### src/rtl/sbox_share_scheduler_if.sv
// Bundle of signals between requesters, the randomness source, the shared
// masked S-box and the scheduler.
//
// Handshake: a request transfers on a cycle where req_valid[i] and
// req_ready[i] are both high, and a random word transfers where rnd_valid and
// rnd_ready are both high. A requester holds req_valid and its shares stable
// until it is accepted. rsp_valid is a one-cycle strobe with no backpressure.
`timescale 1ns/1ps
interface sbox_share_scheduler_if #(
   parameter int NREQ = 4
);
   logic [NREQ-1:0]   req_valid;
   logic [NREQ-1:0]   req_ready;
   logic [8*NREQ-1:0] req_in0;
   logic [8*NREQ-1:0] req_in1;
   logic              rnd_valid;
   logic [27:0]       rnd;
   logic              rnd_ready;
   logic [7:0]        sbox_in0;
   logic [7:0]        sbox_in1;
   logic [27:0]       sbox_r;
   logic [7:0]        sbox_out0;
   logic [7:0]        sbox_out1;
   logic [NREQ-1:0]   rsp_valid;
   logic [7:0]        rsp_out0;
   logic [7:0]        rsp_out1;

   // Scheduler side
   modport slave (
      input  req_valid, req_in0, req_in1, rnd_valid, rnd, sbox_out0, sbox_out1,
      output req_ready, rnd_ready, sbox_in0, sbox_in1, sbox_r,
             rsp_valid, rsp_out0, rsp_out1
   );

   // Environment side: requesters, randomness source and S-box
   modport master (
      output req_valid, req_in0, req_in1, rnd_valid, rnd, sbox_out0, sbox_out1,
      input  req_ready, rnd_ready, sbox_in0, sbox_in1, sbox_r,
             rsp_valid, rsp_out0, rsp_out1
   );
endinterface

### src/rtl/sbox_share_scheduler.sv
// Round-robin scheduler sharing one pipelined two-share masked S-box among
// NREQ requesters. One byte issues per cycle when a request and a fresh
// random word are both present; the owner tag rides a LAT-deep shift register
// alongside the S-box pipeline so the result returns to the right requester.
`timescale 1ns/1ps
module sbox_share_scheduler #(
   parameter int NREQ = 4,
   parameter int LAT  = 3
) (
   input  logic                  CLK,
   input  logic                  RST,
   sbox_share_scheduler_if.slave bus,
   output logic                  busy,
   output logic [15:0]           stall_cnt
);
   localparam int TAGW = $clog2(NREQ);

   logic [TAGW-1:0] ptr_q, ptr_d;
   logic [TAGW-1:0] grant;
   logic [TAGW-1:0] cand;
   logic            grant_found;
   logic            issue;
   logic [LAT-1:0]  v_q;
   logic [TAGW-1:0] tag_q [LAT];
   logic [15:0]     stall_cnt_q, stall_cnt_d;

   // First requesting index found scanning upward from the round-robin pointer
   always_comb begin
      grant_found = 1'b0;
      grant       = '0;
      cand        = '0;
      for (int k = 0; k < NREQ; k++) begin
         cand = TAGW'((int'(ptr_q) + k) % NREQ);
         if (!grant_found && bus.req_valid[cand]) begin
            grant_found = 1'b1;
            grant       = cand;
         end
      end
   end

   // A random word is never reused, so nothing issues without one
   assign issue = grant_found & bus.rnd_valid;

   // Issue side: only the granted requester's shares reach the S-box, else zeros
   always_comb begin
      bus.req_ready = '0;
      bus.rnd_ready = issue;
      bus.sbox_in0  = '0;
      bus.sbox_in1  = '0;
      bus.sbox_r    = '0;
      if (issue) begin
         bus.req_ready[grant] = 1'b1;
         bus.sbox_in0         = bus.req_in0[{grant, 3'b000} +: 8];
         bus.sbox_in1         = bus.req_in1[{grant, 3'b000} +: 8];
         bus.sbox_r           = bus.rnd;
      end
   end

   // Response side: route S-box output to the owner of the oldest tracked byte
   always_comb begin
      bus.rsp_valid = '0;
      bus.rsp_out0  = '0;
      bus.rsp_out1  = '0;
      if (v_q[LAT-1]) begin
         bus.rsp_valid[tag_q[LAT-1]] = 1'b1;
         bus.rsp_out0                = bus.sbox_out0;
         bus.rsp_out1                = bus.sbox_out1;
      end
   end

   // Next pointer and saturating starvation counter
   always_comb begin
      ptr_d       = ptr_q;
      stall_cnt_d = stall_cnt_q;
      if (issue) begin
         ptr_d = (grant == TAGW'(NREQ - 1)) ? '0 : grant + 1'b1;
      end
      if ((|bus.req_valid) && !bus.rnd_valid && (stall_cnt_q != 16'hFFFF)) begin
         stall_cnt_d = stall_cnt_q + 16'd1;
      end
   end

   // Control state; reset drops every in-flight byte
   always_ff @(posedge CLK) begin
      if (RST) begin
         ptr_q       <= '0;
         v_q         <= '0;
         stall_cnt_q <= '0;
      end else begin
         ptr_q       <= ptr_d;
         stall_cnt_q <= stall_cnt_d;
         v_q[0]      <= issue;
         for (int k = 1; k < LAT; k++) begin
            v_q[k] <= v_q[k-1];
         end
      end
   end

   // Owner tags are qualified by v_q, so they need no reset
   always_ff @(posedge CLK) begin
      tag_q[0] <= grant;
      for (int k = 1; k < LAT; k++) begin
         tag_q[k] <= tag_q[k-1];
      end
   end

   assign busy      = (|bus.req_valid) | (|v_q);
   assign stall_cnt = stall_cnt_q;
endmodule
### src/flat_wrapper.sv
// flat-port wrapper written by rule: the top's interface ports become plain ports
module sbox_share_scheduler_flat 
#(
   parameter int NREQ = 4,
   parameter int LAT  = 3
)
  (CLK, RST, busy, stall_cnt, bus_req_valid, bus_req_in0, bus_req_in1, bus_rnd_valid, bus_rnd, bus_sbox_out0, bus_sbox_out1, bus_req_ready, bus_rnd_ready, bus_sbox_in0, bus_sbox_in1, bus_sbox_r, bus_rsp_valid, bus_rsp_out0, bus_rsp_out1);
  sbox_share_scheduler_if #(.NREQ(NREQ)) bus_i ();
  input  logic CLK;
  input  logic RST;
  output logic busy;
  output logic [15:0] stall_cnt;
  input wire logic [$bits(bus_i.req_valid)-1:0] bus_req_valid;
  input wire logic [$bits(bus_i.req_in0)-1:0] bus_req_in0;
  input wire logic [$bits(bus_i.req_in1)-1:0] bus_req_in1;
  input wire logic [$bits(bus_i.rnd_valid)-1:0] bus_rnd_valid;
  input wire logic [$bits(bus_i.rnd)-1:0] bus_rnd;
  input wire logic [$bits(bus_i.sbox_out0)-1:0] bus_sbox_out0;
  input wire logic [$bits(bus_i.sbox_out1)-1:0] bus_sbox_out1;
  output wire logic [$bits(bus_i.req_ready)-1:0] bus_req_ready;
  output wire logic [$bits(bus_i.rnd_ready)-1:0] bus_rnd_ready;
  output wire logic [$bits(bus_i.sbox_in0)-1:0] bus_sbox_in0;
  output wire logic [$bits(bus_i.sbox_in1)-1:0] bus_sbox_in1;
  output wire logic [$bits(bus_i.sbox_r)-1:0] bus_sbox_r;
  output wire logic [$bits(bus_i.rsp_valid)-1:0] bus_rsp_valid;
  output wire logic [$bits(bus_i.rsp_out0)-1:0] bus_rsp_out0;
  output wire logic [$bits(bus_i.rsp_out1)-1:0] bus_rsp_out1;
  assign bus_i.req_valid = bus_req_valid;
  assign bus_i.req_in0 = bus_req_in0;
  assign bus_i.req_in1 = bus_req_in1;
  assign bus_i.rnd_valid = bus_rnd_valid;
  assign bus_i.rnd = bus_rnd;
  assign bus_i.sbox_out0 = bus_sbox_out0;
  assign bus_i.sbox_out1 = bus_sbox_out1;
  assign bus_req_ready = bus_i.req_ready;
  assign bus_rnd_ready = bus_i.rnd_ready;
  assign bus_sbox_in0 = bus_i.sbox_in0;
  assign bus_sbox_in1 = bus_i.sbox_in1;
  assign bus_sbox_r = bus_i.sbox_r;
  assign bus_rsp_valid = bus_i.rsp_valid;
  assign bus_rsp_out0 = bus_i.rsp_out0;
  assign bus_rsp_out1 = bus_i.rsp_out1;
  sbox_share_scheduler #(.NREQ(NREQ), .LAT(LAT)) u_core (.CLK(CLK), .RST(RST), .bus(bus_i), .busy(busy), .stall_cnt(stall_cnt));
endmodule
### config.mk
export PLATFORM = sky130hd
export DESIGN_NAME = sbox_share_scheduler_flat
export DESIGN_NICKNAME = d
export VERILOG_FILES = /design/src/rtl/sbox_share_scheduler_if.sv /design/src/rtl/sbox_share_scheduler.sv /design/src/flat_wrapper.sv
export SDC_FILE = /design/constraint.sdc
export NUM_CORES = 1
export LEC_CHECK = 0
export ABC_CLOCK_PERIOD_IN_PS = 3530
export CORE_MARGIN = 2
export CORE_UTILIZATION = 33
export CTS_BUF_LIST = sky130_fd_sc_hd__clkbuf_8
export CTS_CLUSTER_SIZE = 10
export DETAILED_ROUTE_END_ITERATION = 7
export PLACE_DENSITY = 0.87
export SETUP_SLACK_MARGIN = 0.05
export SLEW_MARGIN = 25
export SYNTH_ARGS = -nofsm -noshare
export SYNTH_HDL_FRONTEND = slang
export SYNTH_SLANG_ARGS = --single-unit
export TNS_END_PERCENT = 10
### constraint.sdc
create_clock -name CLK -period 3.53 [get_ports CLK]
set_clock_uncertainty 0.1 [all_clocks]
set_input_delay 0.706 -clock CLK [delete_from_list [all_inputs] [get_ports CLK]]
set_output_delay 0.706 -clock CLK [all_outputs]
set_load 0.1 [all_outputs]
=== After elaboration in Yosys (flattened, before gate mapping) ===
Memories as Yosys holds them, arrays and structs flattened.
Cells that the tools add are included.

* Memories: 1
* Memory bits (writable): 6
* Latch bits: 0
* Bits in registers: 21
* Output and inout bits: 86
* ROM bits: 0
* Input bits: 115

* Div/mod/pow operators: 0
* $lt $le $gt $ge: 8
* Muxes and demuxes: 28
* Reductions and logical operators: 13
* Bitwise operators: 2
* $add $sub $neg: 5
* Multiply operators: 0
* Equality and inequality tests: 2
* Shift operators: 2

{| class="wikitable"
|+ Memory list
! name !! depth !! bits a word !! rd ports !! clocked after memory_dff !! wr ports !! line !! text
|-
| u_core.tag_q || 3 || 2 || 3 || 0 || 3 || sbox_share_scheduler.sv:24 || <nowiki>logic [TAGW-1:0] tag_q [LAT];</nowiki>
|}

{| class="wikitable"
|+ Operators by type and width
! cell !! number
|-
| 32-bit by 6-bit indexed part select with 8-bit output || 2
|-
| 8-bit 2-to-1 mux || 4
|-
| 28-bit 2-to-1 mux || 1
|-
| 2-bit by 3-bit < comparator with 1-bit output (second input constant) || 6
|-
| 16-bit by 1-bit adder with 16-bit output (second input constant) || 1
|-
| 16-bit != test (second input constant) || 1
|-
| 1-bit 2-to-1 mux || 10
|-
| 2-bit 2-to-1 mux || 5
|-
| 1-bit binary-select mux with 2-bit select || 4
|-
| 4-bit 2-to-1 mux || 2
|-
| 1-bit logical AND || 7
|-
| 2-bit by 1-bit adder with 2-bit output (second input constant) || 2
|-
| 2-bit adder (second input constant) || 2
|-
| 1-bit demux with 2-bit select || 2
|-
| 2-bit by 1-bit greater-or-equal comparator with 1-bit output (second input constant) || 2
|-
| 1-bit zero test || 4
|-
| 4-bit OR reduction || 1
|-
| 3-bit OR reduction || 1
|-
| 2-bit equality test (second input constant) || 1
|-
| 1-bit bitwise AND || 1
|-
| 1-bit bitwise OR || 1
|}

=== Depth between registers and ports, before layout ===
* Word-level depth: 17
* Mapped depth: 8
* Mapped depth without buffers: 6

=== Worst setup path before layout ===
No wires, ideal clock.

* Path type: in2out
* Start point: input bus_req_valid[3]
* End point: output bus_sbox_in1[6]
* Buffers on the path: 1
* Arrival: 3,168 ps
* Stages on the path: 6
* Slack: -444 ps
* Required time: 2,724 ps
* Path through: inv_1 -> and3_1 -> nor3_1 -> nand2_1 -> buf_2 -> o22ai_1

* Word-level cells in the longest chain between the ends: 14
* Elaborated cells on any way between the ends: 25
* Those cells by class: shift (1); mux (17); bitwise (1); reduce/logical (6)

{| class="wikitable"
|+ RTL lines
! what !! line !! text
|-
| start, declared || flat_wrapper.sv:13 || <nowiki>input wire logic [$bits(bus_i.req_valid)-1:0] bus_req_valid;</nowiki>
|-
| 1-bit binary-select mux with 2-bit select || sbox_share_scheduler.sv:34 || <nowiki>if (!grant_found && bus.req_valid[cand]) begin</nowiki>
|-
| 1-bit 2-to-1 mux (implied by the code) || sbox_share_scheduler.sv:34 ||
|-
| 1-bit 2-to-1 mux || sbox_share_scheduler.sv:34 ||
|-
| 1-bit zero test || sbox_share_scheduler.sv:34 ||
|-
| 1-bit logical AND || sbox_share_scheduler.sv:34 ||
|-
| 1-bit 2-to-1 mux || sbox_share_scheduler.sv:34 ||
|-
| 1-bit zero test || sbox_share_scheduler.sv:34 ||
|-
| 1-bit logical AND || sbox_share_scheduler.sv:34 ||
|-
| 1-bit 2-to-1 mux || sbox_share_scheduler.sv:34 ||
|-
| 1-bit zero test || sbox_share_scheduler.sv:34 ||
|-
| 1-bit logical AND || sbox_share_scheduler.sv:34 ||
|-
| 2-bit 2-to-1 mux (*) || sbox_share_scheduler.sv:34 ||
|-
| net u_core.grant[0] || sbox_share_scheduler.sv:19 || <nowiki>logic [TAGW-1:0] grant;</nowiki>
|-
| 32-bit by 6-bit indexed part select with 8-bit output (*) || sbox_share_scheduler.sv:54 || <nowiki>bus.sbox_in1 = bus.req_in1[{grant, 3'b000} +: 8];</nowiki>
|-
| 8-bit 2-to-1 mux (*) || sbox_share_scheduler.sv:51 || <nowiki>if (issue) begin</nowiki>
|-
| end, declared || flat_wrapper.sv:23 || <nowiki>output wire logic [$bits(bus_i.sbox_in1)-1:0] bus_sbox_in1;</nowiki>
|}

Mark *: on every way through the listed nets, which the timed path passes. The rest lies on a longest branch. The select of a mux whose other input is x is not followed.

=== Final worst setup path ===
* Start point: input bus_req_valid[0]
* End point: output bus_sbox_in1[2]

* Word-level cells in the longest chain between the ends: 14
* Elaborated cells on any way between the ends: 25
* Those cells by class: shift (1); mux (17); bitwise (1); reduce/logical (6)

{| class="wikitable"
|+ RTL lines
! what !! line
|-
| 1-bit binary-select mux with 2-bit select || sbox_share_scheduler.sv:34
|-
| 1-bit 2-to-1 mux (implied by the code) || sbox_share_scheduler.sv:34
|-
| 1-bit 2-to-1 mux || sbox_share_scheduler.sv:34
|-
| 1-bit zero test || sbox_share_scheduler.sv:34
|-
| 1-bit logical AND || sbox_share_scheduler.sv:34
|-
| 1-bit 2-to-1 mux || sbox_share_scheduler.sv:34
|-
| 1-bit zero test || sbox_share_scheduler.sv:34
|-
| 1-bit logical AND || sbox_share_scheduler.sv:34
|-
| 1-bit 2-to-1 mux || sbox_share_scheduler.sv:34
|-
| 1-bit zero test || sbox_share_scheduler.sv:34
|-
| 1-bit logical AND || sbox_share_scheduler.sv:34
|-
| 2-bit 2-to-1 mux / 1-bit 2-to-1 mux (equally long branches) || sbox_share_scheduler.sv:34
|-
| 32-bit by 6-bit indexed part select with 8-bit output / 1-bit bitwise AND (equally long branches) || sbox_share_scheduler.sv:54, sbox_share_scheduler.sv:42
|-
| 8-bit 2-to-1 mux (*) || sbox_share_scheduler.sv:51
|}

Mark *: on every way between the ends. The rest lies on a longest branch, timed or not. The select of a mux whose other input is x is not followed.

==> flow_metrics.tcl <==
set metrics [dict create \
    place_inst 513 \
    hold_slack_ps 234 \
    top_layer "met4" \
    die_w_um 82.1 \
    fmax_mhz 289 \
    fin_nets 563 \
    slew_violations 0 \
    io_pins 201 \
    yosysWarnings 0 \
    required_ps 2720 \
    reg2reg_to "u_core.stall_cnt[15]$_SDFFE_PP0P_" \
    irDropWorstVdd_uv 254 \
    hold_path_class "reg -> reg" \
    gp_congestion 0.799 \
    fp.dieH_um 82.1 \
    dr_wl_met3_um 788 \
    status "finished, final reports clean" \
    grt-ovfl-total 0 \
    grt_first_pass_wirelength_um 11200 \
    die_area_um2 6730 \
    detail-route-antenna-nets 0 \
    maxCapViolations 0 \
    relSlewSlack_pct 47.1 \
    arrival_ps 2650 \
    cp-start-kind "input pin" \
    synth_most_common_cell "and2_1" \
    critPathCaptureType "primary output" \
    instances_no_fill 517 \
    cts_hold_buf 0 \
    via_per_inst 4.96 \
    htreeDepth 1 \
    rr_startpoint "u_core.stall_cnt[2]$_SDFFE_PP0P_" \
    postCtsSetupBuffers 0 \
    synth.net_count 365 \
    start_util_pct 34.0 \
    core-area_um2 5920 \
    area_growth_pct 133 \
    clockBufferDepth 2 \
    grt_max_degree 35 \
    p_per_area_nw_per_um2 314 \
    setup_slack_ps 70.6 \
    min_to "u_core.tag_q[0][5]$_DFF_P_" \
    cts-root-buf "clkbuf_8" \
    dp_hpwl_um 6940 \
    drt-met1-wl_um 2710 \
    synthTopCellsByArea "dfxtp_1, mux2i_1, and2_1, o22ai_1, xor2_1" \
    worst-setup-path-type "in -> out" \
    yosysUniqueCellTypes 33 \
    place_ws_ps 37.5 \
    hold_depth 0 \
    synth_top_area_cell "dfxtp_1" \
    vias 2566 \
    final_area_um2 4680 \
    synth_flop_cell "dfxtp_1" \
    drive_gt1_share_pct 27.6 \
    synth_top_area_share_pct 26.9 \
    antenna_found_initial 0 \
    nFillCells 357 \
    async_flop_share_pct 0 \
    synth_seq_area_share_pct 26.9 \
    drt_iter0_drc 58 \
    io_buffers 200 \
    met2_length_um 4660 \
    finalCriticalPeriod_ps 3460 \
    first_pass_iters 4 \
    max_slew.worst_pin.slew_ps 791 \
    min_from "u_core.tag_q[0][3]$_DFF_P_" \
    clkTransAtPathRegs_ps 80 \
    fin_crit_sh_pct 98.0 \
    cts_num_sinks 27 \
    hold_viol 0 \
    synth.avg_cell_area_um2 8.21 \
    multi_input_area_um2 1480 \
    grt_pass1_vias 2365 \
    r2r_setup_slack_ps 1570 \
    rsz0062_at_grt "true" \
    remaining_drc_errors 0 \
    synth_edf_count 0 \
    final-setup-viol-count 0 \
    syn-cell-area_um2 2010 \
    grtUsageTotal_pct 21.9 \
    cellLeakagePower_nw 1.94 \
    rows 28 \
    ff_latch_area_um2 541 \
    finish.utilization_pct 79.1 \
    post_drt_wl_per_cell_um 16.4 \
    reg2regPathDepth 5 \
    wl_um 8460 \
    clk_latency_ps 270 \
    synthTopCellsByCount "and2_1, mux2i_1, dfxtp_1, nor2_1, o22ai_1" \
    cts_buffers 3 \
    tritoncts "built" \
    n_antenna_cell 0 \
    ys_ff_latch 27 \
    cp_max_fo 16 \
    placed_area_um2 4520 \
    postSynthCellCount 245 \
]
[registers in the layout (all words and copies together) (netlist names)]
| register | count |
|---|---|
| u_core.v_q | 3 |
| u_core.tag_q | 6 |
| u_core.ptr_q | 2 |
| u_core.stall_cnt | 16 |
[layout by cell type (no fill, tap or decap), types with 2 or more instances in the layout]
cell type / n
clkdlybuf4s50_1: 113
buf_12: 52
and2_1: 50
buf_4: 40
mux2i_1: 32
dfxtp_1: 27
nor2_1: 22
o22ai_2: 16
nand2_1: 12
nand3_1: 11
xor2_1: 11
nand4_1: 6
a21oi_1: 5
ha_1: 5
inv_1: 4
and3_1: 4
nor3_1: 3
nor2b_1: 3
xnor2_1: 3
clkbuf_8: 3
nand2b_1: 2
nor3b_1: 2
mux2i_2: 2
[critical path, cell delays in order]
cell	delay, ps
clkdlybuf4s50_1	510
a21oi_1	170
o21ai_0	80
o2bb2a_2	340
buf_8	210
mux2i_1	290
o22ai_2	150
buf_12	190
[final cells by class]
cell class                 count  area share, %
timing repair buffer         207           53.4
multi-input combinational    199           31.7
sequential                    27           11.5
tap                           75           2.00
clock buffer                   3          0.881
inverter                       5          0.401
clock inverter                 1          0.160
[cells by family (layout without fill, tap and decap cells)]
group	count (synthesis)	in the layout	synth area share, %
muxes	34	34	16.9
DFF	27	27	26.9
buffers and inverters	19	216	4.79
AOI/OAI and AO/OA	24	24	7.40
and+or+nand+nor	122	122	34.8
adders and majority gates	5	5	3.11
xor gates and xnor gates	14	14	6.10
[worst max path at each step]
stage                                 end  cells after the start  slack [ps]        startpoint
after floorplan           bus_sbox_in0[4]                      6        -410  bus_req_valid[3]
after global placement    bus_sbox_in1[4]                      8         100  bus_req_valid[0]
after detailed placement  bus_sbox_in1[2]                      8          40  bus_req_valid[0]
after CTS                 bus_sbox_in1[3]                      8          90  bus_req_valid[0]
after global routing      bus_sbox_in1[2]                      8         -10  bus_req_valid[0]
final                     bus_sbox_in1[2]                      8          70  bus_req_valid[0]
[through the flow]
step | power [mW] | TNS, ps
global placement | 1.26 | 0
detailed placement | 1.27 | 0
CTS | 1.45 | 0
global route | 1.53 | -12.6
floorplan | 0.868 | -7280
finish | 1.47 | 0
[where the power goes]
| group | switching [mW] | total [mW] | leakage (nW) | internal, mW |
|---|---|---|---|---|
| clock network | 0.0926 | 0.173 | 0.0217 | 0.0799 |
| registers | 0.0117 | 0.332 | 0.221 | 0.320 |
| logic | 0.575 | 0.966 | 1.70 | 0.391 |
[metal layers]
layer	up-vias	track usage [%]
li1	1242	-
met1	1173	21.2
met2	133	44.1
met3	18	5.49
met4	0	7.67
met5	-	0
[what timing repair did]
action                     4_1_cts  5_1_grt
setup endpoints to repair        4       15
gates resized for setup          1       19
gates cloned                     0        0
(Power assumes the default switching activity.)
